===== src/rtl/dl_shift_pkg.sv =====
// Shared types and helpers for the pipelined barrel shifter (dl_shift_pipe).
// Optional rotate support is selected by the DL_SHIFT_PIPE_ROTATE_EN macro.
package dl_shift_pkg;

    typedef enum logic [1:0] {
        OP_SLL = 2'b00,
        OP_SRL = 2'b01,
        OP_SRA = 2'b10,
        OP_ROR = 2'b11
    } shift_op_t;

    // Shift-amount bits handled by each stage: ceil(num_shift_bits / num_stages).
    function automatic int shift_bits_per_stage(input int num_shift_bits, input int num_stages);
        return (num_shift_bits + num_stages - 1) / num_stages;
    endfunction

    function automatic int stage_lo(input int k, input int bits_per_stage);
        return k * bits_per_stage;
    endfunction

    function automatic int stage_hi(input int k, input int bits_per_stage, input int num_shift_bits);
        int hi;
        hi = (k + 1) * bits_per_stage;
        if (hi > num_shift_bits) begin
            hi = num_shift_bits;
        end
        return hi - 1;
    endfunction

    // Bit mask of shift-amount positions lo..hi; an empty range yields zero.
    function automatic logic [7:0] stage_mask(input int lo, input int hi);
        logic [7:0] m;
        m = '0;
        for (int i = 0; i < 8; i++) begin
            m[i] = (i >= lo) && (i <= hi);
        end
        return m;
    endfunction

endpackage


===== src/rtl/dl_shift_stage.sv =====
// One pipeline stage: applies its slice of the shift amount and registers the partial result.
// ROR rotates only when DL_SHIFT_PIPE_ROTATE_EN is defined; otherwise it behaves as SRL.
module dl_shift_stage
    import dl_shift_pkg::*;
#(
    parameter int NUM_BITS       = 32,
    parameter int NUM_SHIFT_BITS = 5,
    parameter int SHIFT_LO       = 0,
    parameter int SHIFT_HI       = 4
) (
    input  logic                      clk,
    input  logic                      rst,
    input  logic                      flush,
    input  logic                      advance,
    input  logic                      in_valid,
    input  logic [NUM_BITS-1:0]       in_data,
    input  logic [NUM_SHIFT_BITS-1:0] in_shift,
    input  shift_op_t                 in_op,
    input  logic                      in_sign,
    output logic                      out_valid,
    output logic [NUM_BITS-1:0]       out_data,
    output logic [NUM_SHIFT_BITS-1:0] out_shift,
    output shift_op_t                 out_op,
    output logic                      out_sign
);

    localparam logic [NUM_SHIFT_BITS-1:0] STAGE_MASK =
        NUM_SHIFT_BITS'(stage_mask(SHIFT_LO, SHIFT_HI));
    localparam logic [NUM_BITS-1:0] ONES = '1;

    logic [NUM_SHIFT_BITS-1:0] amt;
    logic [NUM_BITS-1:0]       fill;
    logic [NUM_BITS-1:0]       shifted;

    assign amt = in_shift & STAGE_MASK;

    always_comb begin
        shifted = in_data;
        // SRA fill comes from the sign captured at acceptance, not the partial data.
        fill    = in_sign ? ~(ONES >> amt) : '0;
        case (in_op)
            OP_SLL:  shifted = in_data << amt;
            OP_SRL:  shifted = in_data >> amt;
            OP_SRA:  shifted = (in_data >> amt) | fill;
`ifdef DL_SHIFT_PIPE_ROTATE_EN
            OP_ROR:  shifted = (in_data >> amt) | (in_data << (NUM_BITS - int'(amt)));
`else
            OP_ROR:  shifted = in_data >> amt;
`endif
            default: shifted = in_data;
        endcase
    end

    always_ff @(posedge clk) begin
        if (rst) begin
            out_valid <= 1'b0;
            out_data  <= '0;
            out_shift <= '0;
            out_op    <= OP_SLL;
            out_sign  <= 1'b0;
        end else if (advance) begin
            out_valid <= in_valid & ~flush;
            out_data  <= shifted;
            out_shift <= in_shift & ~STAGE_MASK;
            out_op    <= in_op;
            out_sign  <= in_sign;
        end else if (flush) begin
            out_valid <= 1'b0;
        end
    end

endmodule


===== src/rtl/dl_shift_pipe.sv =====
// Pipelined barrel shifter (SLL/SRL/SRA/ROR) with valid/ready handshakes and flush.
// Define DL_SHIFT_PIPE_ROTATE_EN to make ROR a true rotate instead of SRL.
module dl_shift_pipe
    import dl_shift_pkg::*;
#(
    parameter int NUM_BITS   = 32,
    parameter int NUM_STAGES = 2
) (
    input  logic                        clk,
    input  logic                        rst,
    input  logic                        flush,
    input  logic                        in_valid,
    output logic                        in_ready,
    input  logic [NUM_BITS-1:0]         in_data,
    input  logic [$clog2(NUM_BITS)-1:0] in_shift,
    input  logic [1:0]                  in_op,
    output logic                        out_valid,
    input  logic                        out_ready,
    output logic [NUM_BITS-1:0]         out_data
);

    // Handshakes: a transfer happens on a rising edge where valid and ready are
    // both high; ready never depends on the valid it is paired with.

    localparam int NUM_SHIFT_BITS = $clog2(NUM_BITS);
    localparam int BITS_PER_STAGE = shift_bits_per_stage(NUM_SHIFT_BITS, NUM_STAGES);
    localparam int LAST           = NUM_STAGES - 1;

    logic [NUM_STAGES-1:0]     valid_s;
    logic [NUM_STAGES-1:0]     advance;
    logic [NUM_BITS-1:0]       data_s  [NUM_STAGES];
    logic [NUM_SHIFT_BITS-1:0] shift_s [NUM_STAGES];
    shift_op_t                 op_s    [NUM_STAGES];
    logic                      sign_s  [NUM_STAGES];

    // A stage moves when the consumer takes the result or any stage from it to the tail has a hole.
    always_comb begin
        logic full_run;
        advance = '0;
        for (int k = 0; k < NUM_STAGES; k++) begin
            full_run = 1'b1;
            for (int j = 0; j < NUM_STAGES; j++) begin
                if (j >= k) begin
                    full_run = full_run & valid_s[j];
                end
            end
            advance[k] = out_ready | ~full_run;
        end
    end

    assign in_ready  = advance[0] & ~flush & ~rst;
    assign out_valid = valid_s[LAST];
    assign out_data  = data_s[LAST];

    genvar k;
    generate
        for (k = 0; k < NUM_STAGES; k++) begin : g_stage
            localparam int LO = stage_lo(k, BITS_PER_STAGE);
            localparam int HI = stage_hi(k, BITS_PER_STAGE, NUM_SHIFT_BITS);

            logic                      v_in;
            logic [NUM_BITS-1:0]       d_in;
            logic [NUM_SHIFT_BITS-1:0] s_in;
            shift_op_t                 o_in;
            logic                      g_in;

            if (k == 0) begin : g_head
                assign v_in = in_valid & in_ready;
                assign d_in = in_data;
                assign s_in = in_shift;
                assign o_in = shift_op_t'(in_op);
                assign g_in = in_data[NUM_BITS-1];
            end else begin : g_body
                assign v_in = valid_s[k-1];
                assign d_in = data_s[k-1];
                assign s_in = shift_s[k-1];
                assign o_in = op_s[k-1];
                assign g_in = sign_s[k-1];
            end

            dl_shift_stage #(
                .NUM_BITS       (NUM_BITS),
                .NUM_SHIFT_BITS (NUM_SHIFT_BITS),
                .SHIFT_LO       (LO),
                .SHIFT_HI       (HI)
            ) u_stage (
                .clk       (clk),
                .rst       (rst),
                .flush     (flush),
                .advance   (advance[k]),
                .in_valid  (v_in),
                .in_data   (d_in),
                .in_shift  (s_in),
                .in_op     (o_in),
                .in_sign   (g_in),
                .out_valid (valid_s[k]),
                .out_data  (data_s[k]),
                .out_shift (shift_s[k]),
                .out_op    (op_s[k]),
                .out_sign  (sign_s[k])
            );
        end
    endgenerate

    // The tail stage's leftover control fields have no consumer.
    logic unused_tail;
    assign unused_tail = ^{shift_s[LAST], op_s[LAST], sign_s[LAST]};

endmodule


===== config.mk =====
export PLATFORM = sky130hd
export DESIGN_NAME = dl_shift_pipe
export DESIGN_NICKNAME = d
export VERILOG_FILES = /design/src/rtl/dl_shift_pkg.sv /design/src/rtl/dl_shift_stage.sv /design/src/rtl/dl_shift_pipe.sv
export SDC_FILE = /design/constraint.sdc
export NUM_CORES = 1
export LEC_CHECK = 0
export BUFFER_PORTS_ARGS = -buffer_cell sky130_fd_sc_hd__buf_2
export CAP_MARGIN = 10
export CELL_PAD_IN_SITES_DETAIL_PLACEMENT = 0
export CELL_PAD_IN_SITES_GLOBAL_PLACEMENT = 1
export CORE_MARGIN = 3
export CORE_UTILIZATION = 49
export DETAILED_ROUTE_END_ITERATION = 10
export PLACE_DENSITY = 0.89
export SYNTH_ARGS = -nofsm -noshare
export SYNTH_HDL_FRONTEND = slang
export SYNTH_SLANG_ARGS = --single-unit
export TNS_END_PERCENT = 10

===== constraint.sdc =====
create_clock -name clk -period 3.5 [get_ports clk]
set_input_delay 0.175 -clock clk [delete_from_list [all_inputs] [get_ports clk]]
set_output_delay 0.175 -clock clk [all_outputs]
set_load 0.01 [all_outputs]

* Word level (Yosys, flattened, before mapping)
Index checks and enable logic that the tools add are counted.
** Word-level totals
- Register bits :: 71
- Word-level logic and storage cells :: 48
- Input port bits :: 44
- Output and inout port bits :: 34
** Cells by class
- Shift-type cells :: 6
- Multiplexer cells :: 7
- Reductions and logical operators :: 6
- Bitwise gates (word level) :: 16
- Equality and inequality tests :: 6
** Operators with widths (number)
- 32-bit one-hot mux with 3 select lines :: 2
- 32-bit two-way mux :: 2
- 32-bit NOT :: 2
- 32-bit bitwise OR :: 2
- 32-bit by 3-bit << shifter with 32-bit output :: 1
- 32-bit by 5-bit << shifter with 32-bit output :: 1
- 32-bit by 3-bit right shift with 32-bit output :: 1
- 32-bit by 3-bit right shift with 32-bit output (first input constant) :: 1
- 32-bit by 5-bit right shift with 32-bit output :: 1
- 32-bit by 5-bit right shift with 32-bit output (first input constant) :: 1
- 2-bit equality test (second input constant) :: 4
- 1-bit bitwise AND :: 6
- 2-bit by 1-bit equality test with 1-bit output (second input constant) :: 2
- 2-bit zero test :: 2
- 1-bit NOT :: 4
- 2-bit nonzero test :: 2
- 2-bit OR reduction :: 2
- 1-bit two-way mux :: 3
- 1-bit bitwise OR :: 2

* Logic depth before layout (Yosys ltp)
Gate-level depths: netlist of run 1.
- Depth after elaboration :: 8
- Depth in mapped cells :: 8
- Depth with buffers taken out :: 4

* Hierarchy
Synthesis of run 1 repeated with hierarchy kept, for this count alone.
** Unflattened totals
- Cell total of the unflattened synthesis :: 791
- Area, all modules :: 6677.7 um^2
** By module, submodules not included
- dl_shift_stage (g_stage[0].u_stage) :: times used 1, area each 3958.8 um^2, cells each 471
- dl_shift_stage (g_stage[1].u_stage) :: times used 1, area each 2676.3 um^2, cells each 315
- dl_shift_pipe :: times used 1, area each 42.5 um^2, cells each 5

* Worst setup path after synthesis of run 1
No wires, ideal clock.
- Path type :: input to register
- From :: input port in_shift[0]
- To :: register g_stage[0].u_stage.out_data[19]
- Setup time :: 0.132 ns
- Stages on the path :: 6
- Slack :: 1.824 ns
- Arrival :: 1.544 ns
- Cells stage by stage :: buf_6 -> buf_8 -> mux4_2 -> mux4_2 -> nor2_1 -> nor3_1
** Between the ends
- Longest elaborated chain between the ends :: 5
- Elaborated cells between the ends (all ways) :: 7
- Classes of those cells :: shift: 3; mux: 2; bitwise: 2
** Ends and longest elaborated chain
- start, declared :: line dl_shift_pipe.sv:15 : input logic [$clog2(NUM_BITS)-1:0] in_shift,
- 32-bit by 3-bit right shift with 32-bit output :: line dl_shift_stage.sv:40 : fill = in_sign ? ~(ONES >> amt) : '0;
- 32-bit NOT :: line dl_shift_stage.sv:40
- 32-bit two-way mux :: line dl_shift_stage.sv:40
- 32-bit bitwise OR :: line dl_shift_stage.sv:44 : OP_SRA: shifted = (in_data >> amt) | fill;
- 32-bit one-hot mux with 3 select lines * :: line dl_shift_stage.sv:41 : case (in_op)
- end signal, assigned :: line dl_shift_stage.sv:63 : out_data <= shifted;
- end, declared :: line dl_shift_stage.sv:21 : output logic [NUM_BITS-1:0] out_data,
Mark *: on every way between the ends. The rest lies on a longest branch, timed or not.
A chain may end at the register's enable or synchronous reset.

* Worst setup path after layout of run 1
- From :: input port in_shift[2]
- To :: register g_stage[0].u_stage.out_data[14]
The elaborated chain is that of the path after synthesis.

==> summary.md, run 1 <==
| Metric | Value |
|---|---|
| Max-cap violations | `0` |
| Total GRT Usage | `28.35%` |
| Post-Syn Area | `0.006515 mm2` |
| Clock Sinks | `71` |
| Startpoint Class | `input port` |
| # port buffers | `77` |
| Syn Area/Cell | `8.710 um2` |
| Fin Hold WS | `0.03764 ns` |
| H-tree levels | `3` |
| DRC viols | `0` |
| DRT Pass-1 Iters | `5` |
| Vias in the first global route | `5903` |
| DP HPWL | `approximately 15000 um` |
| Die Footprint | `roughly 0.015 mm2` |
| # IOs | `78` |
| Synth unique cells | `just over 60` |
| Max IR drop VDD | `0.2283 mV` |
| Dominant synthesized flop cell | `dfxtp_1` |
| EDFF count, synth | `0` |
| Final cell count without fillers | `between 900 and 1000` |
| Nets@finish | `808` |
| Max-slew headroom | `21.82%` |
| Cts repair resizes | `0` |
| CTS root buf | `clkbuf_16` |
| CTS tree | `done` |
| Largest net degree at the start of global routing | `93` |
| Routed WL per cell | `~22 um` |
| DR iter-0 viols | `799` |
| N_diodes | `0` |
| Slowest cell on crit path | `buf_4` |
| Postcts setup bufs | `0` |
| Initial Util | `50.80%` |
| Cts hold-fix bufs | `0` |
| Worst EP arrival | `between 2 and 2.5 ns` |
| Area growth from synthesis to layout | `8.988%` |
| Total number of vias | `between 6000 and 7000` |
| GR Overflow Total | `0` |
| Initial antenna violation count | `0` |
| Power density cells | `367.9 mW/mm2` |
| Seq/Total Area, Yosys | `a little over a fifth` |
| Tmin final | `2.121 ns` |
| Crit end category | `flip-flop` |
| Final WS setup | `1.379 ns` |
| Final hold viol count | `0` |
| Yosys warning total | `0` |
| Syn Nets | `792` |
| Status | `finished clean` |
| #FFs+latches synth | `slightly above 70` |
| Max incr delay on CP | `0.85 ns` |
| P_leak | `roughly 0.0028 uW` |
| Cell row count | `41` |
| Max Slew Vio Count | `0` |
| Total chip power | `about 2600 uW` |
| Die H | `121.3 um` |
| Req. time, crit path | `~3.8 ns` |
| Critical path class | `input port to flip-flop` |
| Clk Latency, worst-skew pair | `approximately 0.33 ns` |
| Setup slack, reg-to-reg | `1.46 ns` |
| Place WS | `1.055 ns` |
| Routed WL | `between 20000 and 25000 um` |
| First-pass GRT wire length | `33020 um` |
| RePlAce Congestion | `just under 1` |
| CP cell instances | `buf_4 -> mux2i_1 -> mux4_2 -> mux2_2 -> a211oi_2` |
| Core footprint | `0.01282 mm2` |
| Worst Path Max Fanout | `92` |
| Clock Skew | `0.006100 ns` |
| Tcrit/Tclk final | `about 61%` |
| Total CTS buffers | `9` |
| Tightest Hold Check Type | `input port to flip-flop` |
| Gate Count Post-Synth | `roughly 750` |
| Die X | `121.3 um` |
| Fillers | `1213` |
| Routed vias/inst | `6.789` |
| Antenna-violating nets left | `0` |
| Final setup vio count | `0` |
| RSZ-0062 raised after global routing | `false` |
| Max Fclk | `471.4 MHz` |
| Max clock buf depth | `2` |
| Share of cells above drive strength 1 | `24.06%` |
| Ys async rst share | `0%` |
| Clk slew on worst S/H paths | `0.06 ns` |
| DP Cell Count | `about 930` |
| Setup TNS | `0 ns` |
| Slew @ Worst Pin | `1.173 ns` |
==> final timing paths <==
path / to / cells after the start / from
max: g_stage[0].u_stage.out_data[14] / 5 / in_shift[2]
min: g_stage[0].u_stage.out_valid / 2 / flush
max reg2reg: g_stage[1].u_stage.out_data[23] / 4 / g_stage[0].u_stage.out_shift[4]
min reg2reg: g_stage[1].u_stage.out_data[18] / 2 / g_stage[1].u_stage.out_data[18]
==> stage by stage <==
step | cell area [um2] | utilization [%]
after floorplan | 6515 | -
after global placement | 6809 | 53.09
after detailed placement | 6809 | 53.09
after CTS | 7101 | 55.37
after global routing | 7101 | 55.37
final | 7101 | 55.37
==> synth_stat cells, types with 3 or more instances <==
master / n / area (um2)
nor2b_1: 20 / 125.1
buf_4: 10 / 75.07
a21oi_1: 70 / 350.3
o32ai_1: 5 / 43.79
nand2_1: 74 / 277.8
a2bb2oi_1: 10 / 87.58
a22oi_1: 5 / 37.54
nand2b_1: 14 / 87.58
o211ai_1: 3 / 22.52
clkbuf_1: 43 / 161.4
nor3_1: 17 / 85.08
nand4_1: 3 / 18.77
nor2_1: 62 / 232.7
o311a_1: 3 / 30.03
buf_2: 22 / 110.1
o22ai_1: 5 / 31.28
a311oi_1: 6 / 52.55
o21ai_0: 32 / 160.2
mux2_2: 15 / 168.9
or3_1: 3 / 18.77
o221ai_1: 9 / 78.83
buf_1: 7 / 26.28
dfxtp_1: 71 / 1421
o2bb2ai_1: 6 / 52.55
buf_6: 6 / 67.56
mux2i_1: 70 / 700.7
o211a_1: 3 / 30.03
a311o_1: 5 / 50.05
a31oi_1: 20 / 125.1
a211oi_1: 9 / 67.56
and2_1: 4 / 25.02
nand3_1: 8 / 40.04
mux4_2: 53 / 1194
a221oi_1: 13 / 113.9
nand3b_1: 10 / 75.07
==> area by class of cell <==
type	count	area, um2	share of cell area [%]
clock inverter	4	45.04	0.6344
inverter	3	11.26	0.1586
multi-input combinational	585	4629	65.20
clock buffer	12	246.5	3.471
timing repair buffer	94	530.5	7.471
sequential	71	1423	20.04
tap	172	215.2	3.031
==> critical path: cells and delay by family <==
family | cells | cell delay (ns)
AOI/OAI and AO/OA | 1 | 0.21
buffers and inverters | 1 | 0.85
muxes | 3 | 1.11
==> logic make-up (layout without fill, tap and decap cells) <==
| kind of cell | Yosys count | in the layout | synth area share, % |
|---|---|---|---|
| and+or+nand+nor | 222 | 222 | 15.90 |
| DFF | 71 | 71 | 21.82 |
| buffers and inverters | 92 | 113 | 7.163 |
| AOI/OAI and AO/OA | 225 | 225 | 23.45 |
| muxes | 138 | 138 | 31.67 |
==> flip-flops by register name, summed over array words and instances, names as in the netlist <==
register and count:
g_stage.u_stage.out_sign 1, g_stage.u_stage.out_valid 2, g_stage.u_stage.out_data 64, g_stage.u_stage.out_shift 2, g_stage.u_stage.out_op 2
==> layer usage <==
| metal | up-vias | GRT usage (%) | part of all wire [%] |
|---|---|---|---|
| met5 | - | 0 | 0 |
| met3 | 48 | 5.221 | 8.5 |
| met2 | 342 | 44.66 | 47 |
| li1 | 2919 | - | - |
| met4 | 0 | 7.353 | 2.7 |
| met1 | 3079 | 40.17 | 42 |
==> placed cells by master (no fill, tap or decap), types with 10 or more instances in the layout <==
cell / instances
nand2_1: 74
nor2_1: 61
a31oi_1: 20
nand2b_1: 14
nand3b_1: 10
a2bb2oi_1: 10
nor2b_1: 20
nor3_1: 17
buf_2: 75
o21ai_0: 32
a221oi_1: 13
dfxtp_1: 70
buf_4: 18
mux2_2: 15
mux2i_1: 70
a21oi_1: 70
mux4_2: 53
==> report_power, final <==
| part | internal, uW | switching (uW) | leakage (uW) |
|---|---|---|---|
| logic | 341 | 417 | 0.00207 |
| registers | 877 | 79.3 | 0.000587 |
| clock network | 567 | 331 | 0.000146 |
Note: power is estimated with default switching activity, not from simulation.
==> inputs of run 2 (changes only) <==
--- a/config.mk
+++ b/config.mk
@@ -10,9 +10,9 @@
 export CELL_PAD_IN_SITES_DETAIL_PLACEMENT = 0
 export CELL_PAD_IN_SITES_GLOBAL_PLACEMENT = 1
 export CORE_MARGIN = 3
-export CORE_UTILIZATION = 49
+export CORE_UTILIZATION = 45
 export DETAILED_ROUTE_END_ITERATION = 10
-export PLACE_DENSITY = 0.89
+export PLACE_DENSITY = 0.83
 export SYNTH_ARGS = -nofsm -noshare
 export SYNTH_HDL_FRONTEND = slang
 export SYNTH_SLANG_ARGS = --single-unit
==> constraint.sdc (replaced) <==
create_clock -name clk -period 2.2 [get_ports clk]
set_input_delay 0.11 -clock clk [delete_from_list [all_inputs] [get_ports clk]]
set_output_delay 0.11 -clock clk [all_outputs]
set_load 0.01 [all_outputs]
==> run 2 against run 1 <==
  * Combinational power rose by 66%
  * Total power rose by 78%
  * Critical path depth did not move
  * Non-clock buffer count rose by 22
  * Via count rose by 2.3%
  * Clock skew rose by 0.0029 ns
  * Clock power rose by 110%
  * Sequential cell count did not move
  * Core utilization fell by 2.5 points
  * Die area rose by 8.4%
  * Wire length rose by 5.9%
  * Clock-buffer cell count fell by 1
  * Critical endpoint is now g_stage[1].u_stage.out_data[5]
==> summary.md, run 2 (synthesis results as in run 1) <==
| Metric | Value |
|---|---|
| Max Slew Vio Count | `0 (unchanged)` |
| Max reg flops | `64 (unchanged)` |
| Max Fclk | `554.3 MHz` |
| Crit end category | `flip-flop (unchanged)` |
| Largest net degree at the start of global routing | `48 (was 93)` |
| First-pass GRT wire length | `34820 um (was 33020 um)` |
| Vias in the first global route | `6133 (was 5903)` |
| DRC viols | `0 (unchanged)` |
| Area taken by multi-input logic gates | `0.004629 mm2 (unchanged)` |
| DP Area | `0.007039 mm2 (was 0.006809 mm2)` |
| Nets@finish | `830 (was 808)` |
| Tcrit/Tclk final | `around 80%` |
| Worst EP arrival | `2.01 ns (was 2.38 ns)` |
| Tmin final | `1.804 ns` |
| Max clock buf depth | `2 (unchanged)` |
| Die Footprint | `0.01596 mm2 (was 0.01471 mm2)` |
| RSZ-0062 raised after global routing | `false (unchanged)` |
| CTS root buf | `clkbuf_16 (unchanged)` |
| Share of cells above drive strength 1 | `26.30% (was 24.06%)` |
| Total GRT Usage | `27.12% (was 28.35%)` |
| Clock Skew | `0.008953 ns (was 0.006100 ns)` |
| Max-slew headroom | `56.53% (was 21.82%)` |
| Routed WL per cell | `22.67 um (was 22.09 um)` |
| Postcts setup bufs | `0 (unchanged)` |
| Tightest Hold Check Type | `input port to flip-flop (unchanged)` |
| Cts repair resizes | `0 (unchanged)` |
| Startpoint Class | `flip-flop (was input port)` |
| Req. time, crit path | `2.41 ns (was 3.75 ns)` |
| Final setup vio count | `0 (unchanged)` |
| Core footprint | `0.01404 mm2 (was 0.01282 mm2)` |
| Clk Latency, worst-skew pair | `0.34 ns (was 0.33 ns)` |
| Clk slew on worst S/H paths | `0.06 ns (about the same)` |
| Worst Path Max Fanout | `34 (was 92)` |
| Fillers | `1307 (was 1213)` |
| H-tree levels | `3 (unchanged)` |
| Cell area after layout | `0.007430 mm2 (was 0.007101 mm2)` |
| Seq. cell area | `0.001423 mm2 (unchanged)` |
| Initial Util | `46.40% (was 50.80%)` |
| Setup TNS | `0 ns (unchanged)` |
| Power density cells | `624.7 mW/mm2 (was 367.9 mW/mm2)` |
| P_leak | `0.002971 uW (was 0.002802 uW)` |
| Routed vias/inst | `6.729 (was 6.789)` |
| Cell row count | `43 (was 41)` |
| Commonest non-fill, non-tap cell in the layout | `buf_2 (unchanged)` |
| Total number of vias | `6534 (was 6388)` |
| Antenna-violating nets left | `0 (unchanged)` |
| Initial antenna violation count | `0 (unchanged)` |
| Slew @ Worst Pin | `0.6496 ns (was 1.173 ns)` |
| Final hold viol count | `0 (unchanged)` |
| DR iter-0 viols | `811 (was 799)` |
| Routed WL | `22020 um (was 20780 um)` |
| DRT Pass-1 Iters | `5 (unchanged)` |
| Max-cap violations | `0 (unchanged)` |
| Critical path class | `flip-flop to flip-flop (was input port to flip-flop)` |
| Total CTS buffers | `9 (unchanged)` |
| Die X | `126.3 um (was 121.3 um)` |
| Most frequent cells in the layout | `buf_2, nand2_1, mux2i_1, a21oi_1, dfxtp_1 (unchanged)` |
| DP HPWL | `16000 um (was 14800 um)` |
| N_diodes | `0 (unchanged)` |
| # IOs | `78 (unchanged)` |
| RePlAce Congestion | `0.9654 (was 0.9784)` |
| Die H | `126.3 um (was 121.3 um)` |
| Area growth from synthesis to layout | `14.04% (was 8.988%)` |
| GR Overflow Total | `0 (unchanged)` |
| Clock Sinks | `71 (unchanged)` |
| Status | `finished clean (unchanged)` |
| CTS tree | `done (unchanged)` |
| Max IR drop VDD | `0.3681 mV (was 0.2283 mV)` |
| # port buffers | `77 (unchanged)` |
| Most flop-heavy register | `g_stage.u_stage.out_data (unchanged)` |
==> run 2: cell types whose count changed in the layout (fill, tap and decap cells not counted), sizes merged <==
cell and change:
buf +21, bufinv +3, clkbuf -1, clkinv -3
clkinvlp +1, dlygate4sd3 +1
==> run 2: power by group <==
part / internal [uW] / switching, uW / total (uW)
registers: 1390 / 124 / 1520
clock network: 1280 / 578 / 1860
logic: 574 / 687 / 1260
==> run 2: routing by layer <==
| layer | track usage [%] | routed length [um] |
|---|---|---|
| met2 | 43.54 | 10380 |
| met5 | 0 | 0 |
| met3 | 4.884 | 1646 |
| met4 | 7.066 | 546 |
| met1 | 38.06 | 9444 |
==> run 2: what timing repair did <==
| action | in CTS | in global routing |
|---|---|---|
| endpoints found under the setup margin | 0 | 0 |
| endpoints found under the hold margin | 2 | 0 |
| hold buffers | 1 | 0 |
==> run 2: path summary, 6_finish.rpt <==
check / slack (ns) / start / end / cells past startpoint
setup / recovery: 0.40 / g_stage[0].u_stage.out_shift[3] / g_stage[1].u_stage.out_data[5] / 5
hold / removal: 0.02 / in_shift[3] / g_stage[0].u_stage.out_shift[3] / 3
setup reg to reg: 0.40 / g_stage[0].u_stage.out_shift[3] / g_stage[1].u_stage.out_data[5] / 5
hold reg to reg: 0.45 / g_stage[1].u_stage.out_data[23] / g_stage[1].u_stage.out_data[23] / 2
==> run 2: area by class of cell <==
cell class / instances / share of cell area [%]
Multi-Input combinational cell: 585 / 62.31
Sequential cell: 71 / 19.15
Timing Repair Buffer: 116 / 10.24
Clock buffer: 11 / 3.402
Tap cell: 180 / 3.031
Clock inverter: 5 / 1.718
Inverter: 3 / 0.1516
==> run 2: critical path, stage by stage, from the launching register on <==
cell and delay [ns]:
dfxtp_2 0.38, buf_4 0.34, mux2i_1 0.37, mux2i_1 0.15, a221oi_1 0.34, nor3_1 0.07
==> run 2: through the flow <==
stage	total power [uW]	hold slack (ns)	utilization, %	cells	setup slack (ns)
after CTS	4637	0.01019	52.91	971	0.4529
after floorplan	2374	0.1893	-	748	0.5888
after global routing	4826	0.01568	52.91	971	0.3163
after global placement	2757	0.3067	50.13	954	0.2002
final	4642	0.01882	52.91	971	0.3959
after detailed placement	2776	0.3098	50.13	954	0.1541
